### src/rtl/cache_miss_ctrl_if.sv
// Bundle between the cache miss controller and its requester, cache and main memory.
// master = system side (CPU, cache arrays, memory); slave = the controller.
interface cache_miss_ctrl_if #(
    parameter int ADDR_W  = 5,
    parameter int INDEX_W = 3,
    parameter int DATA_W  = 8
);
    localparam int TAG_W = ADDR_W - INDEX_W;

    logic              req_valid;
    logic              req_wren;
    logic [ADDR_W-1:0] req_addr;
    logic [DATA_W-1:0] req_data;
    logic              req_ready;

    logic [ADDR_W-1:0] cache_addr;
    logic              cache_hit;
    logic [DATA_W-1:0] cache_rdata;
    logic              victim_dirty;
    logic [TAG_W-1:0]  victim_tag;
    logic [DATA_W-1:0] victim_data;
    logic              fill_valid;
    logic [DATA_W-1:0] fill_data;
    logic              fill_dirty;

    logic              mem_req;
    logic              mem_we;
    logic [ADDR_W-1:0] mem_addr;
    logic [DATA_W-1:0] mem_wdata;
    logic              mem_ack;
    logic [DATA_W-1:0] mem_rdata;

    logic              resp_valid;
    logic [DATA_W-1:0] resp_data;
    logic              resp_err;

    modport master (
        output req_valid, req_wren, req_addr, req_data,
        input  req_ready,
        input  cache_addr,
        output cache_hit, cache_rdata, victim_dirty, victim_tag, victim_data,
        input  fill_valid, fill_data, fill_dirty,
        input  mem_req, mem_we, mem_addr, mem_wdata,
        output mem_ack, mem_rdata,
        input  resp_valid, resp_data, resp_err
    );

    modport slave (
        input  req_valid, req_wren, req_addr, req_data,
        output req_ready,
        output cache_addr,
        input  cache_hit, cache_rdata, victim_dirty, victim_tag, victim_data,
        output fill_valid, fill_data, fill_dirty,
        output mem_req, mem_we, mem_addr, mem_wdata,
        input  mem_ack, mem_rdata,
        output resp_valid, resp_data, resp_err
    );
endinterface

### src/rtl/cache_miss_ctrl.sv
// Request sequencer in front of the 2-way cache: lookup, dirty write-back, line fetch, refill, response.
// Define CACHE_MISS_CTRL_STATS_EN to add saturating hit/miss/write-back counters.
module cache_miss_ctrl #(
    parameter int ADDR_W      = 5,
    parameter int INDEX_W     = 3,
    parameter int DATA_W      = 8,
    parameter int MEM_TIMEOUT = 15
) (
    input  logic              clock,
    input  logic              reset,
`ifdef CACHE_MISS_CTRL_STATS_EN
    output logic [7:0]        hit_count,
    output logic [7:0]        miss_count,
    output logic [7:0]        wb_count,
`endif
    cache_miss_ctrl_if.slave  bus
);
    localparam logic [3:0] TIMEOUT_LIM = 4'(MEM_TIMEOUT);

    typedef enum logic [2:0] {IDLE, LOOKUP, WBACK, FETCH, FILL, RESP} state_t;

    state_t            state;
    logic              req_ready_q;
    logic [ADDR_W-1:0] addr_q;
    logic              wren_q;
    logic [DATA_W-1:0] wdata_q;
    logic [3:0]        wait_cnt;
    logic              fill_valid_q;
    logic [DATA_W-1:0] fill_data_q;
    logic              fill_dirty_q;
    logic              mem_req_q;
    logic              mem_we_q;
    logic [ADDR_W-1:0] mem_addr_q;
    logic [DATA_W-1:0] mem_wdata_q;
    logic              resp_valid_q;
    logic [DATA_W-1:0] resp_data_q;
    logic              resp_err_q;

    logic wait_last;
    logic store_hit;

    assign wait_last = (wait_cnt + 4'd1) == TIMEOUT_LIM;
    // A store hit must write the cache during LOOKUP itself, so that strobe bypasses the registers.
    assign store_hit = (state == LOOKUP) && wren_q && bus.cache_hit;

    always_ff @(posedge clock or posedge reset) begin
        if (reset) begin
            state        <= IDLE;
            req_ready_q  <= 1'b1;
            addr_q       <= '0;
            wren_q       <= 1'b0;
            wdata_q      <= '0;
            wait_cnt     <= '0;
            fill_valid_q <= 1'b0;
            fill_data_q  <= '0;
            fill_dirty_q <= 1'b0;
            mem_req_q    <= 1'b0;
            mem_we_q     <= 1'b0;
            mem_addr_q   <= '0;
            mem_wdata_q  <= '0;
            resp_valid_q <= 1'b0;
            resp_data_q  <= '0;
            resp_err_q   <= 1'b0;
        end else begin
            fill_valid_q <= 1'b0;
            fill_dirty_q <= 1'b0;
            resp_valid_q <= 1'b0;
            resp_err_q   <= 1'b0;
            case (state)
                IDLE: begin
                    if (bus.req_valid) begin
                        addr_q      <= bus.req_addr;
                        wren_q      <= bus.req_wren;
                        wdata_q     <= bus.req_data;
                        req_ready_q <= 1'b0;
                        state       <= LOOKUP;
                    end
                end
                LOOKUP: begin
                    wait_cnt <= '0;
                    if (bus.cache_hit) begin
                        resp_valid_q <= 1'b1;
                        resp_data_q  <= wren_q ? '0 : bus.cache_rdata;
                        state        <= RESP;
                    end else if (bus.victim_dirty) begin
                        mem_req_q   <= 1'b1;
                        mem_we_q    <= 1'b1;
                        mem_addr_q  <= {bus.victim_tag, addr_q[INDEX_W-1:0]};
                        mem_wdata_q <= bus.victim_data;
                        state       <= WBACK;
                    end else begin
                        mem_req_q  <= 1'b1;
                        mem_addr_q <= addr_q;
                        state      <= FETCH;
                    end
                end
                WBACK, FETCH: begin
                    // An ack arriving on the last allowed cycle still completes the transfer.
                    if (bus.mem_ack) begin
                        wait_cnt    <= '0;
                        mem_we_q    <= 1'b0;
                        mem_wdata_q <= '0;
                        if (state == WBACK) begin
                            mem_addr_q <= addr_q;
                            state      <= FETCH;
                        end else begin
                            mem_req_q    <= 1'b0;
                            mem_addr_q   <= '0;
                            fill_valid_q <= 1'b1;
                            fill_data_q  <= wren_q ? wdata_q : bus.mem_rdata;
                            fill_dirty_q <= wren_q;
                            state        <= FILL;
                        end
                    end else if (wait_last) begin
                        mem_req_q    <= 1'b0;
                        mem_we_q     <= 1'b0;
                        mem_addr_q   <= '0;
                        mem_wdata_q  <= '0;
                        resp_valid_q <= 1'b1;
                        resp_err_q   <= 1'b1;
                        resp_data_q  <= '0;
                        state        <= RESP;
                    end else begin
                        wait_cnt <= wait_cnt + 4'd1;
                    end
                end
                FILL: begin
                    resp_valid_q <= 1'b1;
                    resp_data_q  <= wren_q ? '0 : fill_data_q;
                    state        <= RESP;
                end
                RESP: begin
                    resp_data_q <= '0;
                    req_ready_q <= 1'b1;
                    state       <= IDLE;
                end
                default: begin
                    req_ready_q <= 1'b1;
                    state       <= IDLE;
                end
            endcase
        end
    end

    assign bus.req_ready  = req_ready_q;
    assign bus.cache_addr = addr_q;
    assign bus.fill_valid = fill_valid_q | store_hit;
    assign bus.fill_data  = store_hit ? wdata_q : fill_data_q;
    assign bus.fill_dirty = fill_dirty_q | store_hit;
    assign bus.mem_req    = mem_req_q;
    assign bus.mem_we     = mem_we_q;
    assign bus.mem_addr   = mem_addr_q;
    assign bus.mem_wdata  = mem_wdata_q;
    assign bus.resp_valid = resp_valid_q;
    assign bus.resp_data  = resp_data_q;
    assign bus.resp_err   = resp_err_q;

`ifdef CACHE_MISS_CTRL_STATS_EN
    function automatic logic [7:0] sat_inc(input logic [7:0] v);
        return (v == 8'hFF) ? v : v + 8'd1;
    endfunction

    // Write-back entry coincides with a dirty-victim miss in LOOKUP.
    always_ff @(posedge clock or posedge reset) begin
        if (reset) begin
            hit_count  <= '0;
            miss_count <= '0;
            wb_count   <= '0;
        end else if (state == LOOKUP) begin
            if (bus.cache_hit) begin
                hit_count <= sat_inc(hit_count);
            end else begin
                miss_count <= sat_inc(miss_count);
                if (bus.victim_dirty) wb_count <= sat_inc(wb_count);
            end
        end
    end
`else
    // Statistics counters are not built.
`endif
endmodule

### src/flat_wrapper.sv
// flat-port wrapper written by rule: the top's interface ports become plain ports
module cache_miss_ctrl_flat 
#(
    parameter int ADDR_W      = 5,
    parameter int INDEX_W     = 3,
    parameter int DATA_W      = 8,
    parameter int MEM_TIMEOUT = 15
)
  (clock, reset, bus_req_valid, bus_req_wren, bus_req_addr, bus_req_data, bus_req_ready, bus_cache_addr, bus_cache_hit, bus_cache_rdata, bus_victim_dirty, bus_victim_tag, bus_victim_data, bus_fill_valid, bus_fill_data, bus_fill_dirty, bus_mem_req, bus_mem_we, bus_mem_addr, bus_mem_wdata, bus_mem_ack, bus_mem_rdata, bus_resp_valid, bus_resp_data, bus_resp_err);
  cache_miss_ctrl_if #(.ADDR_W(ADDR_W), .INDEX_W(INDEX_W), .DATA_W(DATA_W)) bus_i ();
  input  logic clock;
  input  logic reset;
  input wire logic [$bits(bus_i.req_valid)-1:0] bus_req_valid;
  input wire logic [$bits(bus_i.req_wren)-1:0] bus_req_wren;
  input wire logic [$bits(bus_i.req_addr)-1:0] bus_req_addr;
  input wire logic [$bits(bus_i.req_data)-1:0] bus_req_data;
  output wire logic [$bits(bus_i.req_ready)-1:0] bus_req_ready;
  output wire logic [$bits(bus_i.cache_addr)-1:0] bus_cache_addr;
  input wire logic [$bits(bus_i.cache_hit)-1:0] bus_cache_hit;
  input wire logic [$bits(bus_i.cache_rdata)-1:0] bus_cache_rdata;
  input wire logic [$bits(bus_i.victim_dirty)-1:0] bus_victim_dirty;
  input wire logic [$bits(bus_i.victim_tag)-1:0] bus_victim_tag;
  input wire logic [$bits(bus_i.victim_data)-1:0] bus_victim_data;
  output wire logic [$bits(bus_i.fill_valid)-1:0] bus_fill_valid;
  output wire logic [$bits(bus_i.fill_data)-1:0] bus_fill_data;
  output wire logic [$bits(bus_i.fill_dirty)-1:0] bus_fill_dirty;
  output wire logic [$bits(bus_i.mem_req)-1:0] bus_mem_req;
  output wire logic [$bits(bus_i.mem_we)-1:0] bus_mem_we;
  output wire logic [$bits(bus_i.mem_addr)-1:0] bus_mem_addr;
  output wire logic [$bits(bus_i.mem_wdata)-1:0] bus_mem_wdata;
  input wire logic [$bits(bus_i.mem_ack)-1:0] bus_mem_ack;
  input wire logic [$bits(bus_i.mem_rdata)-1:0] bus_mem_rdata;
  output wire logic [$bits(bus_i.resp_valid)-1:0] bus_resp_valid;
  output wire logic [$bits(bus_i.resp_data)-1:0] bus_resp_data;
  output wire logic [$bits(bus_i.resp_err)-1:0] bus_resp_err;
  assign bus_i.req_valid = bus_req_valid;
  assign bus_i.req_wren = bus_req_wren;
  assign bus_i.req_addr = bus_req_addr;
  assign bus_i.req_data = bus_req_data;
  assign bus_req_ready = bus_i.req_ready;
  assign bus_cache_addr = bus_i.cache_addr;
  assign bus_i.cache_hit = bus_cache_hit;
  assign bus_i.cache_rdata = bus_cache_rdata;
  assign bus_i.victim_dirty = bus_victim_dirty;
  assign bus_i.victim_tag = bus_victim_tag;
  assign bus_i.victim_data = bus_victim_data;
  assign bus_fill_valid = bus_i.fill_valid;
  assign bus_fill_data = bus_i.fill_data;
  assign bus_fill_dirty = bus_i.fill_dirty;
  assign bus_mem_req = bus_i.mem_req;
  assign bus_mem_we = bus_i.mem_we;
  assign bus_mem_addr = bus_i.mem_addr;
  assign bus_mem_wdata = bus_i.mem_wdata;
  assign bus_i.mem_ack = bus_mem_ack;
  assign bus_i.mem_rdata = bus_mem_rdata;
  assign bus_resp_valid = bus_i.resp_valid;
  assign bus_resp_data = bus_i.resp_data;
  assign bus_resp_err = bus_i.resp_err;
  cache_miss_ctrl #(.ADDR_W(ADDR_W), .INDEX_W(INDEX_W), .DATA_W(DATA_W), .MEM_TIMEOUT(MEM_TIMEOUT)) u_core (.clock(clock), .reset(reset), .bus(bus_i));
endmodule
### config.mk
export PLATFORM = sky130hd
export DESIGN_NAME = cache_miss_ctrl_flat
export DESIGN_NICKNAME = d
export VERILOG_FILES = /design/src/rtl/cache_miss_ctrl_if.sv /design/src/rtl/cache_miss_ctrl.sv /design/src/flat_wrapper.sv
export SDC_FILE = /design/constraint.sdc
export NUM_CORES = 1
export LEC_CHECK = 0
export BUFFER_PORTS_ARGS = -buffer_cell sky130_fd_sc_hd__clkbuf_2
export CAP_MARGIN = 10
export CELL_PAD_IN_SITES_DETAIL_PLACEMENT = 1
export CELL_PAD_IN_SITES_GLOBAL_PLACEMENT = 1
export CORE_MARGIN = 4
export CORE_UTILIZATION = 40
export DETAILED_ROUTE_END_ITERATION = 8
export PLACE_DENSITY = 0.86
export SLEW_MARGIN = 20
export SYNTH_ARGS = -nofsm -noshare
export SYNTH_HDL_FRONTEND = slang
export SYNTH_SLANG_ARGS = --single-unit
### constraint.sdc
create_clock -name clock -period 2.8 [get_ports clock]
set_input_delay 0.28 -clock clock [delete_from_list [all_inputs] [get_ports clock]]
set_output_delay 0.28 -clock clock [all_outputs]
set_load 0.01 [all_outputs]
==> Yosys cells after proc, flatten, opt, wreduce, memory -nomap -nowiden <==
Index checks and enable logic that the tools add are counted.
{ "word_totals": {"register_bits": 57, "output_inout_bits": 41} }
{ "classes": {"n_addsub": 1, "eq_ne": 15, "mux": 50, "bitwise": 4, "n_reduce_logical": 16} }
{ "op_table": {"columns": ["cell", "n"], "rows": [
  ["2-to-1 mux 8 bit", 10],
  ["case mux 8 bit (4 select lines)", 1],
  ["2-to-1 mux 5 bit", 5],
  ["2-to-1 mux 1 bit", 19],
  ["case mux 8 bit (2 select lines)", 1],
  ["2-to-1 mux 3 bit", 5],
  ["case mux 3 bit (4 select lines)", 1],
  ["AND reduction 4 bit", 3],
  ["inequality test 2 bit, second input constant", 5],
  ["case mux 5 bit (2 select lines)", 1],
  ["2-to-1 mux 4 bit", 2],
  ["case mux 4 bit (2 select lines)", 1],
  ["AND reduction 2 bit", 4],
  ["== test 3 x 2 -> 1 bit, second input constant", 2],
  ["== test 3 bit, second input constant", 2],
  ["inequality test 3 bit, second input constant", 2],
  ["case mux 1 bit (2 select lines)", 3],
  ["AND reduction 3 bit", 2],
  ["adder 4 x 1 -> 4 bit, second input constant", 1],
  ["== test 4 bit, second input constant", 1],
  ["nonzero test 4 bit", 1],
  ["OR reduction 4 bit", 1],
  ["== test 3 x 1 -> 1 bit, second input constant", 1],
  ["logical NOT 3 bit", 1],
  ["other kinds (8)", 11]
]} }

==> Longest topological paths before layout <==
Gate-level depths: netlist of run 1.
{ "depth": {"depth_word": 5, "depth_mapped": 9, "depth_no_buf": 7} }

==> Worst setup path before layout of run 1 <==
No wires, ideal clock.
{ "synth_path": {"path_kind": "register to register", "start": "register u_core.state[2]", "end": "register u_core.mem_addr_q[0] (netlist: u_core.bus.mem_addr[0])", "arrival_ns": 2.098, "path_slack_ns": 0.577, "path_stages_with_launch": 9, "path_buffers": 2, "cell_sequence": "dfrtp_1 > clkbuf_1 > inv_1 > ha_1 > or3b_4 > nor2_4 > or3_4 > buf_6 > mux2_4"} }
{ "synth_between": {"elab_chain_cells": 4, "elab_cells_between_ends": 11, "classes_between": "eq/ne: 5; mux: 3; reduce/logical: 3"} }
{ "synth_lines": {"columns": ["element", "line", "source"], "rows": [
  ["start, declared", "cache_miss_ctrl.sv:22", "state_t state;"],
  ["start signal, assigned", "cache_miss_ctrl.sv:48", "state <= IDLE;"],
  ["start signal, assigned", "cache_miss_ctrl.sv:76", "state <= LOOKUP;"],
  ["start signal, assigned", "cache_miss_ctrl.sv:84", "state <= RESP;"],
  ["== test 3 x 2 -> 1 bit, on equally long branches", "cache_miss_ctrl.sv:69, cache_miss_ctrl.sv:103", null],
  ["OR reduction 2 bit or 2-to-1 mux 5 bit (tied branches)", "cache_miss_ctrl.sv:69, cache_miss_ctrl.sv:103", null],
  ["inequality test 3 x 2 -> 1 bit (no line) (tied with other cells)", null, null],
  ["AND reduction 3 bit (no line) or case mux 5 bit (2 select lines) (tied branches)", null, null],
  ["end signal, assigned", "cache_miss_ctrl.sv:88", "mem_addr_q <= {bus.victim_tag, addr_q[INDEX_W-1:0]};"],
  ["end signal, assigned", "cache_miss_ctrl.sv:93", "mem_addr_q <= addr_q;"],
  ["end signal, assigned", "cache_miss_ctrl.sv:104", "mem_addr_q <= addr_q;"],
  ["end, declared", "cache_miss_ctrl.sv:33", "logic [ADDR_W-1:0] mem_addr_q;"]
]} }
Several ways; a longest one is shown, not always the timed one.
A chain may end at the register's enable or synchronous reset.

==> Final worst setup path of run 1 <==
{ "layout_path": {"start": "register u_core.state[1]", "end": "output port bus_fill_data[0]"} }
{ "layout_between": {"elab_chain_cells": 4} }
{ "layout_lines": {"columns": ["element", "line", "source"], "rows": [
  ["== test 3 x 1 -> 1 bit", "cache_miss_ctrl.sv:44", "assign store_hit = (state == LOOKUP) && wren_q && bus.cache_hit;"],
  ["logical AND 1 bit (2 in a row)", "cache_miss_ctrl.sv:44", null],
  ["2-to-1 mux 8 bit", "cache_miss_ctrl.sv:148", "assign bus.fill_data = store_hit ? wdata_q : fill_data_q;"],
  ["end, declared", "flat_wrapper.sv:25", "output wire logic [$bits(bus_i.fill_data)-1:0] bus_fill_data;"]
]} }
No other way between the ends.

==> results of run 1 <==
==> area by class of cell <==
cell class	count	area, um2	area share
inverter	15	56.3	0.0151
timing repair buffer	92	490	0.131
tap	99	124	0.0332
multi-input combinational	195	1440	0.386
clock inverter	5	53.8	0.0144
sequential	57	1430	0.383
clock buffer	11	141	0.0379
==> state kept, by name, indices dropped and copies added (netlist names), 3 cells and up <==
register               flops
u_core.wdata_q             8
u_core.bus.resp_data       8
u_core.wait_cnt            4
u_core.bus.mem_addr        5
u_core.bus.cache_addr      5
u_core.bus.mem_wdata       8
u_core.state               3
u_core.fill_data_q         8
==> per-layer routing <==
layer | share of wire | wire, um
met1 | 0.43 | 3280
met2 | 0.52 | 3970
met3 | 0.043 | 332
met4 | 0.014 | 108
met5 | 0 | 0
==> worst max-delay path: stages, from the launching register on <==
cell      delay, ns
dfrtp_1        0.60
nor2_1         0.16
and3_2         0.27
nand2_1        0.38
mux2_2         0.40
clkbuf_2       0.13
==> through the flow <==
step	cells	utilization	hold slack, ns	instance area, um2
final	474	0.515	0.183	3730
after detailed placement	457	0.486	0.345	3530
after global placement	457	0.486	0.342	3530
after floorplan	281	-	0.432	3000
after CTS	474	0.515	0.162	3730
after global routing	474	0.515	0.170	3730
==> logic make-up (layout without fill, tap and decap cells) <==
| group | Yosys count | count (layout) |
|---|---|---|
| AND/OR/NAND/NOR | 89 | 89 |
| flip-flops | 57 | 57 |
| AO/OA/AOI/OAI | 54 | 54 |
| multiplexers | 46 | 46 |
| buffers and inverters | 29 | 123 |
| adder cells (fa/ha/maj) | 5 | 5 |
| XOR/XNOR | 1 | 1 |
==> worst max path at each step <==
stage,start,endpoint,slack [ns],cells after the start
finish,u_core.state[1],bus_fill_data[0],0.27,5
global route,u_core.state[1],bus_fill_data[3],0.15,5
detailed placement,u_core.state[2],u_core.bus.mem_wdata[4],0.46,7
global placement,u_core.state[2],u_core.bus.mem_wdata[2],0.57,7
CTS,u_core.state[1],bus_fill_data[0],0.22,5
floorplan,u_core.state[2],u_core.bus.mem_addr[0],0.58,8
==> report_power, final <==
group | leakage, nW | total (W) | switching, W | internal, W
logic | 1.04 | 0.00193 | 0.000982 | 0.000948
clock network | 0.103 | 0.000768 | 0.000334 | 0.000434
registers | 0.695 | 0.00146 | 0.000271 | 0.00119
total | 1.84 | 0.00415 | 0.00159 | 0.00257
==> cells in the final DEF, fill, tap and decap left out, types with 2 or more instances in the layout <==
cell type  Yosys  final
inv_1         15     14
a21oi_2        2      2
or3b_4         2      2
clkbuf_8       0     10
and2b_1        2      2
nor2_1        32     32
mux2_2        32     32
nand2_1       11     11
nand2b_1       4      4
mux2_4         5      5
buf_4          0      4
nand3b_1       8      8
clkbuf_2       0     86
o21ai_2        8      8
ha_1           5      5
nor2b_1       12     12
and2b_2        2      2
a21oi_1       23     23
dfrtp_1       56     56
o21ai_0        9      9
o22ai_1        2      2
nor3_1         5      5
mux2i_1        8      8
clkinv_2       0      3
==> reports/results.txt, run 1 <==
outcome -> finished clean
gr ovfl total -> 0
Least-Margin Pin Slew -> 0.799 ns
leakage -> 1.84 nW
Layout Skew -> 0.00565 ns
Ys Warns -> 0
Routed WL -> 7690 um
Worst Hold Launch -> bus_req_addr[0]
Final Worst Setup Slack -> 0.269 ns
# rows -> 31
synthesized area per cell -> 10.7 um2
Max VDD drop -> 0.000519 V
clock sink count -> 57
DP Worst Slack -> 0.458 ns
post-cts hold buffer count -> 1
Netlist cell types -> 47
vias in the first global route -> 2,567
fin. max-slew vios -> 0
Routed Antenna Nets -> 0
CTS tree -> built
Synth Cell Area -> 0.00300 mm2
CP max FO -> 13
FF+latch count, synth -> 57
RSZ-0062 raised after global routing -> no
Worst EP arrival -> 2.25 ns
Post-synth ARST share -> 1.00
Hold Crit Class -> in2reg
die width -> 94.6 um
first-pass GRT wire length -> 12,600 um
clk_lat worst skew -> 0.32 ns
All-Layer GR Usage -> 0.181
drt pass-1 iters -> 4
routability cong. -> 0.817
Area growth, synth to finish -> 24.6%
CTS clk-pin slew, worst paths -> 0.07 ns
via count -> 2,409
Critical Path RT -> 2.52 ns
largest net degree at the start of global routing -> 58
largest cells by area after synthesis -> dfrtp_1, mux2_2, nor2_1, a21oi_1, mux2i_1
CTS-repair resized insts -> 0
number of synthesized flops with an enable pin -> 0
Num CTS Buffers -> 9
Crit Path Category -> reg2out
Synth area leader -> dfrtp_1
sequential fraction of the synthesis area -> 0.476
Synth Net Count -> 332
grt peak-use layer -> met2
layout cells sized above 1 -> 0.451
most used flip-flop cell after synthesis -> dfrtp_1
Relative slew margins -> 0.467
crit end category -> output pin
core area -> 0.00725 mm2
crit path time final -> 2.53 ns
Hold Path Depth -> 2
Synth Area in Adders -> 0.0209
Root Buffer -> clkbuf_8
Hold Path End -> u_core.bus.cache_addr[0]
PD cells -> 1110 mW/mm2
most frequent cell after synthesis -> dfrtp_1
Avg Vias per Cell -> 5.08
Worst R2R Start -> u_core.state[2]
FILL cells -> 865
Post CTS Setup Buffer Count -> 0
DIE HEIGHT -> 94.6 um
Max Cap Viol -> 0
CTS max path bufs -> 2
port bufs -> 86
share of the synthesized area in the top cell type -> 0.468
CP startpoint kind -> register
CTS H-tree lvls -> 3
commonest cells in the synthesized netlist -> dfrtp_1, mux2_2, nor2_1, a21oi_1, inv_1
Final HPWL DP -> 5670 um
die area -> 0.00894 mm2
Synth Area in Compound Gates -> 0.116
initial core utilization -> 0.413
starting DRC count in detailed routing -> 136
DRC Markers -> 0
flop2flop setup slack -> 0.42 ns
final setup fails -> 0
final period utilization -> 0.904
mux share of post-synthesis cell area -> 0.176
Max Clock Freq -> 395 MHz
met3 usage -> 0.0598
I/O Pins -> 87
R2R depth -> 7
met1 usage -> 0.221
Synth Instances -> 281
wire per inst -> 16.2 um
Final Hold Vio Count -> 0
RR Endpoint -> u_core.bus.mem_wdata[4]
Simple-Gate Fraction of Synth Area -> 0.164
number of antenna diodes -> 0
total negative slack -> 0 ns
XOR/XNOR Fraction of Synth Area -> 0.00292
final layout net count -> 421
initial antenna violation count -> 0
GR Util met2 -> 0.306
Tot Pwr -> 0.00415 W
largest family of logic cells by synthesized area -> multiplexers
Note: power is estimated with default switching activity, not from simulation.
==> inputs of run 2 (changes only) <==
--- a/config.mk
+++ b/config.mk
@@ -12,7 +12,7 @@
 export CORE_MARGIN = 4
 export CORE_UTILIZATION = 40
 export DETAILED_ROUTE_END_ITERATION = 8
-export PLACE_DENSITY = 0.86
+export PLACE_DENSITY_LB_ADDON = 0.05
 export SLEW_MARGIN = 20
 export SYNTH_ARGS = -nofsm -noshare
 export SYNTH_HDL_FRONTEND = slang
==> run 2 against run 1 <==
Against the previous run:
- die area did not move
- critical path depth rose by 1
- non-clock buffer count rose by 4
- combinational power barely moved
- core utilization barely moved
- first-iteration DRC count fell by 68%
- total power fell by 2.6%
- sequential share of layout area barely moved
- critical endpoint is now bus_fill_data[3]
- largest cell class unchanged
==> reports/results.txt, run 2 (synthesized netlist as in run 1, its figures left out) <==
clk_lat worst skew -> 0.33 ns (about the same)
delay of the slowest critical-path stage -> 0.49 ns (-0.11 ns)
Crit Path Category -> reg2out
Hold Path Depth -> 2 (unchanged)
CP startpoint kind -> register
die width -> 94.6 um (unchanged)
Critical Path, Cell by Cell -> buf_4 > nor2_1 > and3_2 > nand2_1 > mux2_2 > clkbuf_2
Critical Path RT -> 2.52 ns (about the same)
largest net degree at the start of global routing -> 34 (-41%)
first-pass GRT wire length -> 12,200 um (-3.2%)
final setup fails -> 0 (unchanged)
RSZ-0062 raised after global routing -> no
RR Endpoint -> u_core.bus.mem_wdata[2]
Hold Crit Class -> in2reg
Layout Skew -> 0.00764 ns (+0.00199 ns)
Final HPWL DP -> 5540 um (-2.3%)
slowest CP cell -> dfrtp_1
leakage -> 1.84 nW (+0.11%)
Final Hold Vio Count -> 0 (unchanged)
CTS H-tree lvls -> 3 (unchanged)
Least-Margin Pin Slew -> 0.812 ns (+0.0129 ns)
Max Clock Freq -> 401 MHz (+1.5%)
Num CTS Buffers -> 9 (unchanged)
All-Layer GR Usage -> 0.178 (-0.00378)
FILL cells -> 877 (+1.4%)
total negative slack -> 0 ns (unchanged)
Worst path top cell family by delay -> simple AND/OR/NAND/NOR gates
I/O Pins -> 87 (unchanged)
Max VDD drop -> 0.000463 V (-11%)
Area growth, synth to finish -> 24.5% (about the same)
Worst EP arrival -> 2.21 ns (-0.04 ns)
Relative slew margins -> 0.458 (-0.00860)
WP buf/inv -> 2 (+1)
Routed Antenna Nets -> 0 (unchanged)
PD cells -> 1080 mW/mm2 (-2.6%)
DP Worst Slack -> 0.477 ns (+0.0191 ns)
CTS tree -> built
Hold Path End -> u_core.wdata_q[6]
initial antenna violation count -> 0 (unchanged)
final layout net count -> 425 (+0.95%)
Max Cap Viol -> 0 (unchanged)
most common library cell in the layout ignoring fill and taps -> clkbuf_2
area occupied by multi-input gates -> 0.00144 mm2 (unchanged)
number of antenna diodes -> 0 (unchanged)
Worst R2R Start -> u_core.state[2]
die area -> 0.00894 mm2 (unchanged)
flop2flop setup slack -> 0.39 ns (-0.03 ns)
Avg Vias per Cell -> 4.94 (-2.8%)
layout cells sized above 1 -> 0.454 (+0.00316)
port bufs -> 86 (unchanged)
vias in the first global route -> 2,541 (-1.0%)
CTS clk-pin slew, worst paths -> 0.07 ns (about the same)
fin. max-slew vios -> 0 (unchanged)
non-filler instance count after layout -> 478 (+0.84%)
register area -> 0.00143 mm2 (unchanged)
crit path time final -> 2.49 ns (-0.0369 ns)
outcome -> finished clean
most frequent cells in the layout -> clkbuf_2, dfrtp_1, nor2_1, mux2_2, a21oi_1
Post CTS Setup Buffer Count -> 0 (unchanged)
DRC Markers -> 0 (unchanged)
starting DRC count in detailed routing -> 44 (-68%)
CP max FO -> 10 (-3)
CTS max path bufs -> 2 (unchanged)
clock sink count -> 57 (unchanged)
final period utilization -> 0.891 (-0.0132)
drt pass-1 iters -> 4 (unchanged)
Routed WL -> 7420 um (-3.5%)
DP Cell Count -> 461 (+0.88%)
routability cong. -> 0.814 (-0.37%)
# rows -> 31 (unchanged)
crit end category -> output pin
Root Buffer -> clkbuf_8
DIE HEIGHT -> 94.6 um (unchanged)
R2R depth -> 7 (unchanged)
initial core utilization -> 0.413 (unchanged)
core area -> 0.00725 mm2 (unchanged)
gr ovfl total -> 0 (unchanged)
via count -> 2,362 (-2.0%)
Worst Hold Launch -> bus_req_data[6]
wire per inst -> 15.5 um (-4.3%)
Final Worst Setup Slack -> 0.306 ns (+0.0369 ns)
## run 2: worst max-delay path by stage
| stage | start | to | slack (ns) | cells past startpoint |
|---|---|---|---|---|
| after detailed placement | u_core.state[1] | u_core.bus.mem_wdata[4] | 0.48 | 6 |
| after global placement | u_core.state[1] | u_core.bus.mem_wdata[1] | 0.54 | 6 |
| after global routing | u_core.state[2] | bus_fill_data[3] | 0.18 | 6 |
| final | u_core.state[2] | bus_fill_data[3] | 0.31 | 6 |
| after floorplan | u_core.state[2] | u_core.bus.mem_addr[0] | 0.58 | 8 |
| after CTS | u_core.state[2] | bus_fill_data[3] | 0.24 | 6 |
## run 2: repair_timing
| action | 4_1_cts | 5_1_grt |
|---|---|---|
| endpoints found under the hold margin | 24 | 0 |
| resized for setup | 0 | 0 |
| hold buffers | 1 | 0 |
## run 2: power by group
group          internal (W)  total, W  switching [W]
Clock              0.000367  0.000686       0.000319
Combinational      0.000958   0.00191       0.000950
Sequential          0.00119   0.00145       0.000264
## run 2: layer usage
layer | wire [um] | track usage
met4 | 93 | 0.0613
met5 | 0 | 0
met3 | 399 | 0.0518
met2 | 3670 | 0.297
met1 | 3260 | 0.220
## run 2: through the flow
stage / area [um2] / hold WS, ns / util / power (W)
after global placement: 3540 / 0.352 / 0.489 / 0.00335
after global routing: 3730 / 0.162 / 0.514 / 0.00437
after detailed placement: 3540 / 0.352 / 0.489 / 0.00340
after floorplan: 3000 / 0.432 / - / 0.00280
after CTS: 3730 / 0.161 / 0.514 / 0.00411
final: 3730 / 0.176 / 0.514 / 0.00405
## run 2: area by class of cell
cell class | count | area share
inverters | 15 | 0.0151
well taps | 99 | 0.0332
repair buffers | 96 | 0.136
clock buffers | 13 | 0.0426
multi-input cells | 195 | 0.386
flip-flops and latches | 57 | 0.383
clock inverters | 3 | 0.00469
## run 2: worst reg2reg max path, cell delays in order (launching register included)
cell,delay (ns)
dfrtp_1,0.47
inv_1,0.18
ha_1,0.21
buf_4,0.19
or3b_4,0.41
o21a_1,0.46
nand3b_1,0.27
o21ai_2,0.08
